===== src/rtl/seg_size_scheduler_pkg.sv =====
// Shared constants, candidate table and FSM state type for the segmentation scheduler.
package seg_pkg;

    localparam int K_PLUS_BYTES  = 768;
    localparam int K_MINUS_BYTES = 132;
    localparam int CB_CRC_BYTES  = 3;
    localparam int MAX_TB_BYTES  = 1659;

    typedef struct packed {
        logic [1:0]  cplus;
        logic [1:0]  cminus;
        logic [15:0] cap;
    } cand_t;

    typedef enum logic [1:0] {
        IDLE = 2'd0,
        EVAL = 2'd1,
        PUSH = 2'd2,
        ERR  = 2'd3
    } state_e;

    // Payload capacity: per-block CRC only exists once the TB is split into several blocks.
    function automatic logic [15:0] cand_cap(input int cp, input int cm);
        int raw;
        raw = cp * K_PLUS_BYTES + cm * K_MINUS_BYTES;
        if ((cp + cm) > 1) begin
            raw = raw - (cp + cm) * CB_CRC_BYTES;
        end else begin
            raw = raw;
        end
        return 16'(raw);
    endfunction

    localparam cand_t CAND_TABLE [0:4] = '{
        '{2'd0, 2'd1, cand_cap(0, 1)},
        '{2'd1, 2'd0, cand_cap(1, 0)},
        '{2'd1, 2'd1, cand_cap(1, 1)},
        '{2'd2, 2'd0, cand_cap(2, 0)},
        '{2'd2, 2'd1, cand_cap(2, 1)}
    };

endpackage


===== src/rtl/seg_size_scheduler_cand_rom.sv =====
// Combinational candidate lookup: index -> {C+, C-, capacity}, ascending capacity order.
module seg_cand_rom
    import seg_pkg::*;
(
    input  logic [2:0] idx,
    output cand_t      cand
);

    // Table lookup; out-of-range indices yield an empty candidate.
    always_comb begin
        case (idx)
            3'd0:    cand = CAND_TABLE[0];
            3'd1:    cand = CAND_TABLE[1];
            3'd2:    cand = CAND_TABLE[2];
            3'd3:    cand = CAND_TABLE[3];
            3'd4:    cand = CAND_TABLE[4];
            default: cand = '{2'd0, 2'd0, 16'd0};
        endcase
    end

endmodule


===== src/rtl/seg_size_scheduler.sv =====
// Segmentation-parameter scheduler: picks the smallest fitting code-block set and pushes {C+,C-,F}.
// Optional SEG_STATS_EN adds saturating success/error counters.
module seg_size_scheduler
    import seg_pkg::*;
#(
    parameter int TB_W = 16
) (
    input  logic            clk,
    input  logic            reset,
    input  logic            tb_valid,
    output logic            tb_ready,
    input  logic [TB_W-1:0] tb_bytes,
    input  logic            size_fifo_full,
    output logic            size_wreq,
    output logic [19:0]     size_data,
    output logic            seg_err
`ifdef SEG_STATS_EN
    ,
    output logic [15:0]     stat_ok,
    output logic [15:0]     stat_err
`endif
);

    state_e          state_r, next_state_s;
    logic [2:0]      idx_r;
    logic [TB_W-1:0] b_r;
    logic [19:0]     data_r;
    logic            ready_r, err_r;
    cand_t           cand_s;
    logic [TB_W-1:0] cap_s, fill_s;
    logic            accept_s, match_s, inc_s;

    seg_cand_rom u_rom (
        .idx  (idx_r),
        .cand (cand_s)
    );

    assign cap_s  = TB_W'(cand_s.cap);
    assign fill_s = cap_s - b_r;

    // Next-state and control decode.
    always_comb begin
        next_state_s = state_r;
        accept_s     = 1'b0;
        match_s      = 1'b0;
        inc_s        = 1'b0;
        case (state_r)
            IDLE: begin
                if (tb_valid && ready_r) begin
                    accept_s     = 1'b1;
                    next_state_s = EVAL;
                end else begin
                    next_state_s = IDLE;
                end
            end
            EVAL: begin
                if (b_r == {TB_W{1'b0}}) begin
                    next_state_s = ERR;
                end else if (cap_s >= b_r) begin
                    match_s      = 1'b1;
                    next_state_s = PUSH;
                end else if (idx_r == 3'd4) begin
                    next_state_s = ERR;
                end else begin
                    inc_s        = 1'b1;
                    next_state_s = EVAL;
                end
            end
            PUSH: begin
                if (!size_fifo_full) begin
                    next_state_s = IDLE;
                end else begin
                    next_state_s = PUSH;
                end
            end
            ERR:     next_state_s = IDLE;
            default: next_state_s = IDLE;
        endcase
    end

    // State, request and result registers; ready/err are registered from the next state.
    always_ff @(posedge clk) begin
        if (reset) begin
            state_r <= IDLE;
            idx_r   <= 3'd0;
            b_r     <= {TB_W{1'b0}};
            data_r  <= 20'd0;
            ready_r <= 1'b0;
            err_r   <= 1'b0;
        end else begin
            state_r <= next_state_s;
            ready_r <= (next_state_s == IDLE);
            err_r   <= (next_state_s == ERR);
            if (accept_s) begin
                b_r   <= tb_bytes;
                idx_r <= 3'd0;
            end else if (inc_s) begin
                idx_r <= idx_r + 3'd1;
            end
            if (match_s) begin
                data_r <= {cand_s.cplus, cand_s.cminus, 16'(fill_s)};
            end
        end
    end

    assign tb_ready  = ready_r;
    assign size_wreq = (state_r == PUSH) && !size_fifo_full;
    assign size_data = data_r;
    assign seg_err   = err_r;

`ifdef SEG_STATS_EN
    logic [15:0] ok_cnt_r, err_cnt_r;

    // Saturating event counters.
    always_ff @(posedge clk) begin
        if (reset) begin
            ok_cnt_r  <= 16'd0;
            err_cnt_r <= 16'd0;
        end else begin
            if (size_wreq && (ok_cnt_r != 16'hFFFF)) begin
                ok_cnt_r <= ok_cnt_r + 16'd1;
            end
            if (seg_err && (err_cnt_r != 16'hFFFF)) begin
                err_cnt_r <= err_cnt_r + 16'd1;
            end
        end
    end

    assign stat_ok  = ok_cnt_r;
    assign stat_err = err_cnt_r;
`endif

endmodule


===== config.mk =====
export PLATFORM = sky130hd
export DESIGN_NAME = seg_size_scheduler
export DESIGN_NICKNAME = d
export VERILOG_FILES = /design/src/rtl/seg_size_scheduler_pkg.sv /design/src/rtl/seg_size_scheduler_cand_rom.sv /design/src/rtl/seg_size_scheduler.sv
export SDC_FILE = /design/constraint.sdc
export NUM_CORES = 1
export LEC_CHECK = 0
export ABC_AREA = 1
export BUFFER_PORTS_ARGS = -buffer_cell sky130_fd_sc_hd__buf_2
export CELL_PAD_IN_SITES_DETAIL_PLACEMENT = 1
export CELL_PAD_IN_SITES_GLOBAL_PLACEMENT = 1
export CORE_UTILIZATION = 35
export CTS_BUF_LIST = sky130_fd_sc_hd__clkbuf_16
export DETAILED_ROUTE_END_ITERATION = 16
export GPL_ROUTABILITY_DRIVEN = 0
export PLACE_DENSITY_LB_ADDON = 0.05
export REMOVE_ABC_BUFFERS = 1
export SLEW_MARGIN = 20
export SYNTH_ARGS = -nofsm -noshare
export SYNTH_HDL_FRONTEND = slang
export SYNTH_SLANG_ARGS = --single-unit

===== constraint.sdc =====
create_clock -name clk -period 2.5 [get_ports clk]
set_input_delay 0.5 -clock clk [delete_from_list [all_inputs] [get_ports clk]]
set_output_delay 0.5 -clock clk [all_outputs]
set_load 0.005 [all_outputs]

Word-level counts from Yosys, hierarchy flattened
Index checks and enable logic that the tools add are counted.

storage, ports and cells
  output and inout bits = 23
  register bits after elaboration = 43
  input bits = 20
  word-level logic and storage cells = 41

cells by class
  add/subtract/negate cells = 2
  equal/unequal tests = 8
  order comparisons = 1
  mux-type cells = 16
  reductions and logical operators = 8

operators with widths
  kind                                                             number
  20-bit one-hot mux with 5 select lines                           1
  16-bit greater-or-equal comparator                               1
  16-bit zero test                                                 1
  16-bit subtractor                                                1
  1-bit two-way mux                                                10
  2-bit two-way mux                                                4
  2-bit one-hot mux with 4 select lines                            1
  2-bit == test, second input constant                             3
  3-bit by 2-bit == test with 1-bit output, second input constant  2
  2-bit zero test                                                  2
  3-bit by 1-bit adder with 3-bit output, second input constant    1
  3-bit by 1-bit == test with 1-bit output, second input constant  1
  3-bit == test, second input constant                             1
  3-bit zero test                                                  1
  2-bit by 1-bit == test with 1-bit output, second input constant  1
  1-bit logical AND                                                2
  2-bit OR reduction                                               1
  1-bit zero test                                                  1

Longest topological paths before layout
Gate-level depths: netlist of run 1.

  depth after elaboration = 7
  gate-level depth with buffers = 18
  mapped depth without buffers = 17

Cells and area by module
Synthesis of run 1 repeated with hierarchy kept, for this count alone.

second synthesis, totals
  cell total of the unflattened synthesis = 434
  area total of the unflattened synthesis = 2805.2 sq um

modules (own cells, without submodules)
  module              instances  sequential area each (sq um)  area each (sq um)  cells each
  seg_size_scheduler  1          860.8                         2645.0             404
  seg_cand_rom        1          0.0                           160.2              30

Worst setup path before layout of run 1
No wires, ideal clock.

  path kind = reg2reg
  start point = reg idx_r[0]
  end point = reg data_r[15], in the netlist size_data[15]
  setup time = 0.119 ns
  required time = 2.381 ns
  period minus slack after synthesis = 2.645 ns
  slack = -0.145 ns
  data arrival time = 2.526 ns
  buffers on the path = 1
  stages on the path, launching flop included = 18
  cells stage by stage = dfxtp_1 > inv_1 > ha_1 > nand2_1 > inv_1 > nor2_1 > o21ai_0 > ha_1 > or2_2 > nand3_2 > nand3_2 > nand2_2 > nand2_2 > nand3_4 > buf_6 > nand2_1 > nand2_1 > nor2_1

on the way
  word-level cells in the longest chain between the ends = 6
  elaborated cells between the ends (all ways) = 11
  classes of those cells = add/sub (1); order compare (1); eq/ne (4); mux (4); reduce/logical (1)

RTL lines
  item                                        RTL line                           RTL
  start, declared                             seg_size_scheduler.sv:25           logic [2:0] idx_r;
  start signal, assigned                      seg_size_scheduler.sv:98           idx_r <= idx_r + 3'd1;
  3-bit == test (tied with other cells)       seg_size_scheduler_cand_rom.sv:11  case (idx)
  20-bit one-hot mux with 5 select lines (*)  seg_size_scheduler_cand_rom.sv:11
  16-bit greater-or-equal comparator          seg_size_scheduler.sv:59           end else if (cap_s >= b_r) begin
  1-bit two-way mux                           seg_size_scheduler.sv:59
  1-bit two-way mux                           seg_size_scheduler.sv:57           if (b_r == {TB_W{1'b0}}) begin
  1-bit two-way mux                           seg_size_scheduler.sv:47           case (state_r)
  end signal, assigned                        seg_size_scheduler.sv:101          data_r <= {cand_s.cplus, cand_s.cminus, 16'(fill_s)};
  end, declared                               seg_size_scheduler.sv:27           logic [19:0] data_r;

Every way passes the cells marked *; elsewhere a longest branch is shown, timed or not.
A chain may end at the register's enable or synchronous reset.

Worst setup path in the final report of run 1
  start point = reg idx_r[1]
  end point = reg data_r[1], in the netlist size_data[1]

Same word-level chain as after synthesis.

==> impl_results.md, run 1 <==
* Core ar. at 6910 µm²
* Critical-path top delay cell: dfxtp_4
* Initial antenna violation count at 0
* Vias in the first global route at 2771
* Setup TNS at -1.94 ns
* Worst-path clk slew at 0.07 ns
* Clk root buf: clkbuf_16
* Post-DP HPWL at 5390 µm
* Largest net degree at the start of global routing at 22
* CP Class: reg -> reg
* Clk sink count at 42
* Syn Inst Count at just under 400
* Fillcell total at 908
* I/O Buffers at 41
* DR vias at 2801
* First-pass GRT wire length at 13100 µm
* Antenna viol nets, final at 0
* Ports at 43
* Mapped Area at 2550 µm²
* Final period utilization at 105%
* CP bufs+invs at 3
* Total track usage at between 20% and 30%
* CTS H-tree lvls at 2
* Multi-input logic area at 1820 µm²
* CTS buffer count at 5
* ANT cells at 0
* Max Cap Viol at 0
* Row count at 30
* Crit path capture type: flip-flop
* Initial Util at between 30% and 40%
* WHS Path Cells at 2
* Layout Nets at 524
* Cells on worst reg2reg path at 18
* CTS tree: yes
* Worst Path Max Fanout at 6
* # DRC at 0
* Register area share after synthesis at between 30% and 40%
* Delay-heaviest family, CP: simple AND/OR/NAND/NOR gates
* GRT overflow at 0
* DRT Wirelength at 9170 µm
* Origin of the critical flop-to-flop path: idx_r[1]$_SDFFE_PP0P_
* Bufs on Longest Clock Path at 2
* Hold Path End: state_r[0]$_SDFF_PP0_
* Ys Warns at 0
* Min Tclk post-route at 2.63 ns
* Status: complete, but fails checks
* Final Worst Setup Slack at -0.135 ns
* Die height at between 80 and 90 µm
* Min-delay src: reset
* CP peak stage delay at 0.36 ns
* Unrepaired setup endpoints after global routing: yes
* Layout area overhead at 54.4%
* Reg2Reg Capture Point: size_data[1]$_SDFFE_PP0P_
* # hold bufs at CTS at 0
* Register area at around 850 µm²
* F_max at 0.380 GHz
* Vias per Instance at 4.80
* Width of the die at a little under 90 µm
* Share of cells above drive strength 1 at 40.6%
* Worst EP required at 2.73 ns
* Endpoints failing hold at 0
* Critical-path cell list: ha_4 > ha_4 > nor2_4 > o21ai_2 > buf_6 > ha_4 > nand2_2 > nor2_4 > nand2_1 > nand3_4 > nand2_4 > nand2_4 > nand3_4 > buf_12 > buf_8 > nand2_1 > nand2_1 > nor2_1
* Final setup violation count at 24
* Synthesized flop and latch total at 42
* Die ar. at 7640 µm²
* Worst-Skew Late Latency at 0.30 ns
* Syn_area_per_cell at between 6 and 7 µm²
* Worst EP arrival at 2.86 ns
* Iteration-0 DRC Markers at 90
* WL per Instance at 15.7 µm
* Util after Layout at between 50 and 60%
* Synth cell types at 32
* Slew Viols, Final at 0
* Hold crit path type: in -> reg
* Skew final at between 0.008 and 0.009 ns
* Failing checks: setup timing
* Slack of the worst reg-to-reg path at -0.13 ns
* CP Launch Type: flip-flop
* Drt pass-1 iters at 4
==> cell type report <==
class                      instances  area share, %
timing repair buffer              96           18.1
multi-input combinational        271           46.2
tap                               96           3.05
inverter                          71           6.83
clock inverter                     3           1.05
clock buffer                       5           3.18
sequential                        42           21.5
==> registers in the layout (all words and copies together) (netlist names) <==
signal,flops
size_data,19
b_r,16
idx_r,3
state_r,2
seg_err,1
tb_ready,1
==> placed cells by master (no fill, tap or decap), drive strengths merged, types with 2 or more instances in the layout <==
master	instances
clkbuf	6
o21ai	19
xor2	2
o21bai	2
nand3	10
xnor2	2
a21oi	23
inv	71
dfxtp	42
nand4	12
ha	16
buf	95
nand2	108
nand3b	5
nor2	63
==> synthesized netlist by cell type <==
cell / instances / area, µm²
nand3b_1: 5 / 37.5
xnor2_1: 2 / 17.5
buf_1: 1 / 3.75
and3_1: 1 / 6.26
a31oi_1: 1 / 6.26
xor2_1: 2 / 17.5
a21oi_1: 23 / 115
clkbuf_1: 6 / 22.5
buf_6: 2 / 22.5
or2_2: 1 / 6.26
o21ai_0: 19 / 95.1
clkinv_1: 1 / 3.75
nand4_1: 12 / 75.1
dfxtp_1: 42 / 841
nor2_2: 2 / 12.5
o21a_1: 1 / 7.51
o21bai_1: 2 / 15.0
ha_1: 16 / 200
and2_1: 1 / 6.26
conb_1: 1 / 3.75
nand3_2: 2 / 20.0
nor3_2: 1 / 10.0
nor2_1: 61 / 229
nand2_1: 104 / 390
nand3_1: 7 / 35.0
nand2_2: 4 / 25.0
nand3_4: 1 / 17.5
a21o_1: 1 / 7.51
buf_2: 1 / 5.00
inv_1: 70 / 263
fa_1: 1 / 20.0
buf_4: 2 / 15.0
==> how the worst max path moves through the flow <==
stage / startpoint / end / slack, ns / depth (start not counted)
after detailed placement: idx_r[0]$_SDFFE_PP0P_ / idx_r[0]$_SDFFE_PP0P_ / -0.22 / 16
after global placement: idx_r[0]$_SDFFE_PP0P_ / size_data[11]$_SDFFE_PP0P_ / -0.13 / 16
after CTS: idx_r[0]$_SDFFE_PP0P_ / size_data[5]$_SDFFE_PP0P_ / -0.02 / 20
after global routing: idx_r[0]$_SDFFE_PP0P_ / size_data[1]$_SDFFE_PP0P_ / -0.25 / 18
after floorplan: idx_r[0]$_SDFFE_PP0P_ / size_data[11]$_SDFFE_PP0P_ / -0.28 / 16
final: idx_r[1]$_SDFFE_PP0P_ / size_data[1]$_SDFFE_PP0P_ / -0.13 / 18
==> layer usage <==
layer | vias to the layer above | part of all wire [%] | track usage (%)
met1 | 1323 | 42 | 26.5
met5 | - | 0 | 0
met2 | 58 | 52 | 41.2
met4 | 0 | 3.1 | 7.30
li1 | 1396 | - | -
met3 | 24 | 2.8 | 3.60
==> cells by family after synthesis <==
logic type,count (synthesis),share of synthesized area [%]
AOI/OAI and AO/OA,47,9.66
xor gates and xnor gates,4,1.37
adders and majority gates,17,8.63
buffers and inverters,83,13.1
DFF,42,32.9
other,1,0.147
and+or+nand+nor,202,34.1
==> stage by stage <==
| step | setup slack, ns | hold WS (ns) | instances | instance area [µm²] |
|---|---|---|---|---|
| detailed placement | -0.218 | 0.473 | 559 | 3110 |
| global placement | -0.126 | 0.461 | 559 | 3110 |
| finish | -0.135 | 0.394 | 584 | 3940 |
| CTS | -0.0161 | 0.392 | 580 | 3610 |
| global route | -0.247 | 0.409 | 584 | 3940 |
| floorplan | -0.284 | 0.447 | 384 | 2480 |
==> timing repair <==
item | CTS | global route
gates cloned | 2 | 1
endpoints found under the setup margin | 26 | 26
gates resized for setup | 44 | 88
pin swaps | 17 | 38
hold endpoints to repair | 0 | 0
buffers inserted | 11 | 8
Power of run 1 is left out: the tool's default activity adds up to more than one toggle a clock period on the data nets, which glitch-free logic cannot reach.
==> run 2: changes to the inputs <==
--- a/config.mk
+++ b/config.mk
@@ -5,11 +5,10 @@
 export SDC_FILE = /design/constraint.sdc
 export NUM_CORES = 1
 export LEC_CHECK = 0
-export ABC_AREA = 1
 export BUFFER_PORTS_ARGS = -buffer_cell sky130_fd_sc_hd__buf_2
 export CELL_PAD_IN_SITES_DETAIL_PLACEMENT = 1
 export CELL_PAD_IN_SITES_GLOBAL_PLACEMENT = 1
-export CORE_UTILIZATION = 35
+export CORE_UTILIZATION = 37
 export CTS_BUF_LIST = sky130_fd_sc_hd__clkbuf_16
 export DETAILED_ROUTE_END_ITERATION = 16
 export GPL_ROUTABILITY_DRIVEN = 0
==> impl_results.md, run 2 <==
* Max Cap Viol at 0 (unchanged)
* Switching Fraction at 35.1%
* Synth async-reset ratio at 0% (unchanged)
* Unrepaired setup endpoints after global routing: yes
* Synth top area cells: dfxtp_1 (36%), ha_1 (8.5%), a21oi_1 (7.0%)
* Drt pass-1 iters at 4 (unchanged)
* Initial Util at 39.1% (+2.2 points)
* Register area at 848 µm² (unchanged)
* CP Launch Type: flip-flop
* Worst EP required at 2.70 ns (-0.03 ns)
* Clk root buf: clkbuf_16
* Status: complete, but fails checks
* Worst hold margin at 0.444 ns (+0.0498 ns)
* Row count at 28 (-6.7%)
* Top-count cell post-synth: dfxtp_1
* Leakage Power at 1.44 nW
* CP peak stage delay at 0.37 ns (about the same)
* CP Depth at 11 (-7)
* Hold Path End: b_r[4]$_SDFFE_PP0P_
* Met3 GRT Util at 3.78% (+0.18 points)
* Internal at 1.57 mW
* CTS H-tree lvls at 2 (unchanged)
* Syn Inst Count at 285 (-28%)
* WL per Instance at 17.9 µm (+14%)
* Clk pwr share at 26.6%
* GRT Max-Usage Layer: met2
* Hold crit path type: in -> reg
* Number of enable flip-flop cells after synthesis at 0 (unchanged)
* Worst-Skew Late Latency at 0.29 ns (about the same)
* Antenna viol nets, final at 0 (unchanged)
* Worst EP arrival at 3.07 ns (+0.21 ns)
* Origin of the critical flop-to-flop path: idx_r[0]$_SDFFE_PP0P_
* I/O Buffers at 41 (unchanged)
* Combinational Power Share at 42.0%
* Max VDD drop at 0.392 mV
* Width of the die at 81.8 µm (-6.4%)
* Post-DP HPWL at 4900 µm (-9.0%)
* Core ar. at 6030 µm² (-13%)
* Iteration-0 DRC Markers at 75 (-17%)
* Die ar. at 6690 µm² (-12%)
* CP bufs+invs at 0 (-3)
* Total track usage at 25.5% (+3.0 points)
* Layout area overhead at 50.7%
* Most frequent cells in the layout: buf_4 (47), buf_2 (41), dfxtp_1 (40)
* First-pass GRT wire length at 12700 µm (-3.6%)
* F_max at 0.348 GHz (-8.3%)
* Slack of the worst reg-to-reg path at -0.37 ns (-0.24 ns)
* GRT overflow at 0 (unchanged)
* Pwr/cell area at 681 nW/µm²
* Min-delay src: tb_bytes[4]
* Failing checks: setup timing
* Worst slew margin at 57.5%
* Bufs on Longest Clock Path at 2 (unchanged)
* Vias per Instance at 5.31 (+11%)
* Critical-path top delay cell: dfxtp_4
* Final setup violation count at 25 (+4.2%)
* M1 GR Usage at 31.6% (+5.0 points)
* Final period utilization at 115% (+9.5 points)
* Synth cell types at 49 (+53%)
* Syn_area_per_cell at 8.27 µm² (+28%)
* CP Class: reg -> reg
* Slew at the pin closest to its max-slew limit at 0.636 ns
* Largest net degree at the start of global routing at 22 (unchanged)
* Ys flop type: dfxtp_1
* Final Worst Setup Slack at -0.372 ns (-0.237 ns)
* Initial antenna violation count at 0 (unchanged)
* Cells on worst reg2reg path at 11 (-7)
* Commonest non-fill, non-tap cell in the layout: buf_4
* Layout Nets at 416 (-21%)
* Share of cells above drive strength 1 at 43.0% (+2.4 points)
* Setup TNS at -6.28 ns (-4.34 ns)
* Die height at 81.8 µm (-6.4%)
* Skew final at 0.00858 ns (+0.0000842 ns)
* P_sw at about 850 µW
* Most used cell, CP: ha_4
* Synth cell count leaders: dfxtp_1 (42), nand2_1 (37), a21oi_1 (33)
* Crit path capture type: flip-flop
* CTS tree: yes
* Fillcell total at 728 (-20%)
* Number of flip-flops in the largest register at 19 (unchanged)
* Slew Viols, Final at 0 (unchanged)
* Mapped Area at 2360 µm² (-7.6%)
* Critical-path cell list: ha_4 > ha_4 > nand2b_4 > a21o_4 > ha_4 > nor2b_4 > o2111a_1 > o31a_1 > o31a_1 > o21a_1 > o32ai_2
* Ys Warns at 0 (unchanged)
* WHS Path Cells at 3 (+1)
* Vias in the first global route at 2486 (-10%)
* CTS buffer count at 5 (unchanged)
* Reg2Reg Capture Point: size_data[9]$_SDFFE_PP0P_
* DRT Wirelength at 8130 µm (-11%)
* Util after Layout at 58.9% (+1.9 points)
* Clk sink count at 42 (unchanged)
* Endpoints failing hold at 0 (unchanged)
* Register area share after synthesis at 35.7% (+2.7 points)
* DR vias at 2413 (-14%)
* Multi-input logic area at 1730 µm² (-4.8%)
* Worst-path clk slew at 0.06 ns (about the same)
* Min Tclk post-route at 2.87 ns (+0.237 ns)
* Met2 usage at 44.1% (+2.9 points)
* Delay-heaviest family, CP: compound AO/OA/AOI/OAI gates
* Worst Path Max Fanout at 6 (unchanged)
* Post-Place Setup Slack at -0.532 ns (-0.314 ns)
* # DRC at 0 (unchanged)
* Ports at 43 (unchanged)
* Seq pwr share at 31.4%
* ANT cells at 0 (unchanged)
* Synthesized flop and latch total at 42 (unchanged)
* Synth top area share at 35.7% (+2.7 points)
* Largest area contributor in the netlist: dfxtp_1
-- run 2: worst max-delay path by stage --
stage / startpoint / end / slack [ns]
after global placement: idx_r[0]$_SDFFE_PP0P_ / seg_err$_SDFF_PP0_ / -0.40
final: idx_r[0]$_SDFFE_PP0P_ / size_data[9]$_SDFFE_PP0P_ / -0.37
after global routing: idx_r[0]$_SDFFE_PP0P_ / size_data[10]$_SDFFE_PP0P_ / -0.43
after detailed placement: idx_r[1]$_SDFFE_PP0P_ / size_data[8]$_SDFFE_PP0P_ / -0.53
after CTS: idx_r[1]$_SDFFE_PP0P_ / size_data[9]$_SDFFE_PP0P_ / -0.29
after floorplan: idx_r[0]$_SDFFE_PP0P_ / size_data[10]$_SDFFE_PP0P_ / -1.13
-- run 2: power by group through the flow --
stage	Clock [mW]	Sequential, mW	Combinational (mW)
floorplan	0	0.765	0.460
global placement	0	0.769	0.775
detailed placement	0	0.771	0.792
CTS	0.658	0.757	0.907
global route	0.668	0.767	1.10
finish	0.642	0.760	1.02
-- run 2: timing repair --
item / in CTS / in global routing
gates resized for setup: 56 / 21
buffers inserted: 8 / 2
pin swaps: 23 / 12
hold buffers: 0 / 0
gates cloned: 0 / 0
setup endpoints to repair: 25 / 25
-- run 2: stage by stage --
step	std cells	cell area, µm²	power, mW
2_1_floorplan	275	2290	1.23
3_3_place_gp	440	2980	1.54
3_5_place_dp	440	2980	1.56
4_1_cts	453	3440	2.32
5_1_grt	454	3550	2.53
6_report	454	3550	2.42
-- run 2: logic make-up after synthesis --
family	Yosys count	synth area share, %
XOR/XNOR	6	2.23
AND/OR/NAND/NOR	106	21.6
other	1	0.159
AO/OA/AOI/OAI	79	22.1
buffers and inverters	25	5.15
multiplexers	9	3.82
flip-flops	42	35.7
adder cells (fa/ha/maj)	17	9.34
-- run 2: worst min-delay path: cells and delay by family --
kind | cells | cell delay, ns
buf+inv | 1 | 0.10
simple gates | 1 | 0.05
compound gates | 1 | 0.05
-- run 2: layout make-up --
| type | instances | share of cell area [%] |
|---|---|---|
| Clock buffer | 5 | 3.52 |
| Clock inverter | 2 | 0.423 |
| Inverter | 15 | 1.66 |
| Multi-Input combinational cell | 218 | 48.8 |
| Sequential cell | 42 | 23.9 |
| Tap cell | 75 | 2.64 |
| Timing Repair Buffer | 97 | 19.1 |
-- run 2: metal layers --
| metal | wire length, µm | up-vias | share of wire [%] |
|---|---|---|---|
| met2 | 4160 | 56 | 51 |
| li1 | - | 1181 | - |
| met4 | 168 | 0 | 2.1 |
| met3 | 231 | 15 | 2.8 |
| met5 | 0 | - | 0 |
| met1 | 3570 | 1161 | 44 |
(Power assumes the default switching activity.)
==> run 3: changes to the inputs <==
--- a/config.mk
+++ b/config.mk
@@ -8,6 +8,7 @@
 export BUFFER_PORTS_ARGS = -buffer_cell sky130_fd_sc_hd__buf_2
 export CELL_PAD_IN_SITES_DETAIL_PLACEMENT = 1
 export CELL_PAD_IN_SITES_GLOBAL_PLACEMENT = 1
+export CORE_ASPECT_RATIO = 0.6
 export CORE_UTILIZATION = 37
 export CTS_BUF_LIST = sky130_fd_sc_hd__clkbuf_16
 export DETAILED_ROUTE_END_ITERATION = 16
==> impl_results.md, run 3 (synthesis results as in run 2) <==
* Min Tclk post-route at 3.03 ns (+0.157 ns)
* DR vias at 2594 (+7.5%)
* Max VDD drop at 0.284 mV (-28%)
* Register area at 848 µm² (unchanged)
* Core ar. at 6140 µm² (+1.9%)
* Total track usage at 28.5% (+3.0 points)
* Bufs on Longest Clock Path at 2 (unchanged)
* Fillcell total at 725 (-0.41%)
* Metal3 WL at 649 µm (+180%)
* Pwr/cell area at 748 nW/µm² (+9.9%)
* Die ar. at 6700 µm² (+0.15%)
* Worst-Skew Late Latency at 0.29 ns (about the same)
* CP Class: reg -> reg
* Hold crit path type: in -> reg
* Die height at 63.8 µm (-22%)
* # DRC at 1 (+1)
* # hold bufs at CTS at 0 (unchanged)
* CTS H-tree lvls at 2 (unchanged)
* I/O Buffers at 41 (unchanged)
* CP Launch Type: flip-flop
* Worst-path clk slew at 0.07 ns (about the same)
* DRT Wirelength at 10300 µm (+27%)
* Post-DP HPWL at 5410 µm (+10%)
* Number of flip-flops in the largest register at 19 (unchanged)
* Slew at the pin closest to its max-slew limit at 0.649 ns (+0.0127 ns)
* Endpoints failing hold at 0 (unchanged)
* First-pass GRT wire length at 14500 µm (+14%)
* CTS buffer count at 5 (unchanged)
* Highest Signal Layer: met4
* Clk sink count at 42 (unchanged)
* Most frequent cells in the layout: buf_4 (52), buf_2 (41), dfxtp_1 (40)
* Status: complete, but fails checks
* Multi-input logic area at 1820 µm² (+4.8%)
* F_max at 0.330 GHz (-5.2%)
* ANT cells at 0 (unchanged)
* Clk root buf: clkbuf_16
* Layout area overhead at 59.8%
* Crit path capture type: flip-flop
* Final Worst Setup Slack at -0.529 ns (-0.157 ns)
* Slew Viols, Final at 0 (unchanged)
* Vias per Instance at 5.50 (+3.4%)
* Worst EP arrival at 3.23 ns (+0.16 ns)
* Ports at 43 (unchanged)
* Util after Layout at 61.4% (+2.4 points)
* Width of the die at 105 µm (+28%)
* Skew final at 0.00757 ns (-0.00101 ns)
* Antenna viol nets, final at 0 (unchanged)
* CTS tree: yes
* Largest net degree at the start of global routing at 19 (-14%)
* Final setup violation count at 25 (unchanged)
* Origin of the critical flop-to-flop path: idx_r[1]$_SDFFE_PP0P_
* Share of cells above drive strength 1 at 47.4% (+4.4 points)
* Leakage Power at 1.52 nW (+5.6%)
* Iteration-0 DRC Markers at 141 (+88%)
* Commonest non-fill, non-tap cell in the layout: buf_4
* Launch point of the critical path: idx_r[1]$_SDFFE_PP0P_
* WL per Instance at 21.9 µm (+22%)
* Worst Path Max Fanout at 3 (-3)
* Initial antenna violation count at 0 (unchanged)
* Min-delay src: tb_bytes[12]
* Row count at 22 (-21%)
* Initial Util at 38.4% (-0.72 points)
* GRT overflow at 0 (unchanged)
* Worst EP required at 2.70 ns (about the same)
* Failing checks: DRC, setup timing
* Setup TNS at -10.74 ns (-4.46 ns)
* Met2 WL at 4730 µm (+14%)
* Wire length on met1 at 4710 µm (+32%)
* Layout Nets at 424 (+1.9%)
* Vias in the first global route at 2587 (+4.1%)
* Unrepaired setup endpoints after global routing: yes
* Max Cap Viol at 0 (unchanged)
* Final period utilization at 121% (+6.3 points)
* Worst slew margin at 56.6% (-0.85 points)
* Drt pass-1 iters at 10 (+6)
-- run 3: cell count changes in the layout (fill, tap and decap cells not counted), moves of 3 or more --
cell	change
a21oi_1	-6
a21oi_2	+5
buf_4	+5
buf_6	+3
-- run 3: cell type report --
cell class / count / area share, %
clock inverter: 3 / 1.83
clock buffer: 5 / 3.32
multi-input combinational: 218 / 48.3
inverter: 15 / 1.56
tap: 84 / 2.79
sequential: 42 / 22.5
timing repair buffer: 105 / 19.7
-- run 3: what timing repair did --
action                     in CTS  in global routing
cloned                          1                  0
pin swaps                      39                 23
gates resized for setup        79                 26
setup endpoints to repair      25                 25
setup buffers                  13                  8
-- run 3: layer usage --
layer | up-vias | track usage (%)
li1 | 1195 | -
met1 | 1274 | 39.5
met2 | 104 | 45.1
met3 | 21 | 5.41
met4 | 0 | 8.45
met5 | - | 0
-- run 3: worst paths after layout --
kind                                              endpoint  slack (ns)  cells after the start
worst max-delay path            size_data[10]$_SDFFE_PP0P_       -0.53                     14
worst min-delay path                  b_r[12]$_SDFFE_PP0P_        0.44                      3
worst max register to register  size_data[10]$_SDFFE_PP0P_       -0.53                     14
worst min register to register        b_r[13]$_SDFFE_PP0P_        0.46                      2
-- run 3: where the power goes --
| group | leakage, nW | switching [mW] | internal (mW) |
|---|---|---|---|
| combinational | 1.09 | 0.666 | 0.531 |
| sequential | 0.342 | 0.0432 | 0.720 |
| clock | 0.0940 | 0.285 | 0.574 |
| total | 1.52 | 0.994 | 1.82 |
-- run 3: worst max-delay path, stage by stage (launching register included) --
cell and delay, ns:
dfxtp_4 0.37, buf_4 0.15, ha_4 0.18, buf_4 0.15, nor2_2 0.15, nor2_2 0.08
ha_1 0.34, buf_4 0.16, a211oi_4 0.30, buf_6 0.16, nor3b_4 0.06, o21a_1 0.22
o21a_1 0.19, o21a_1 0.19, o32ai_2 0.25
-- run 3: metrics by stage --
step	worst slack, ns	instances	power (mW)	hold WS (ns)	area [µm²]
floorplan	-1.13	275	1.23	0.430	2290
global placement	-0.421	448	1.56	0.448	3000
detailed placement	-0.573	448	1.58	0.454	3000
CTS	-0.267	468	2.67	0.444	3670
global route	-0.593	472	2.91	0.455	3770
finish	-0.529	472	2.82	0.438	3770
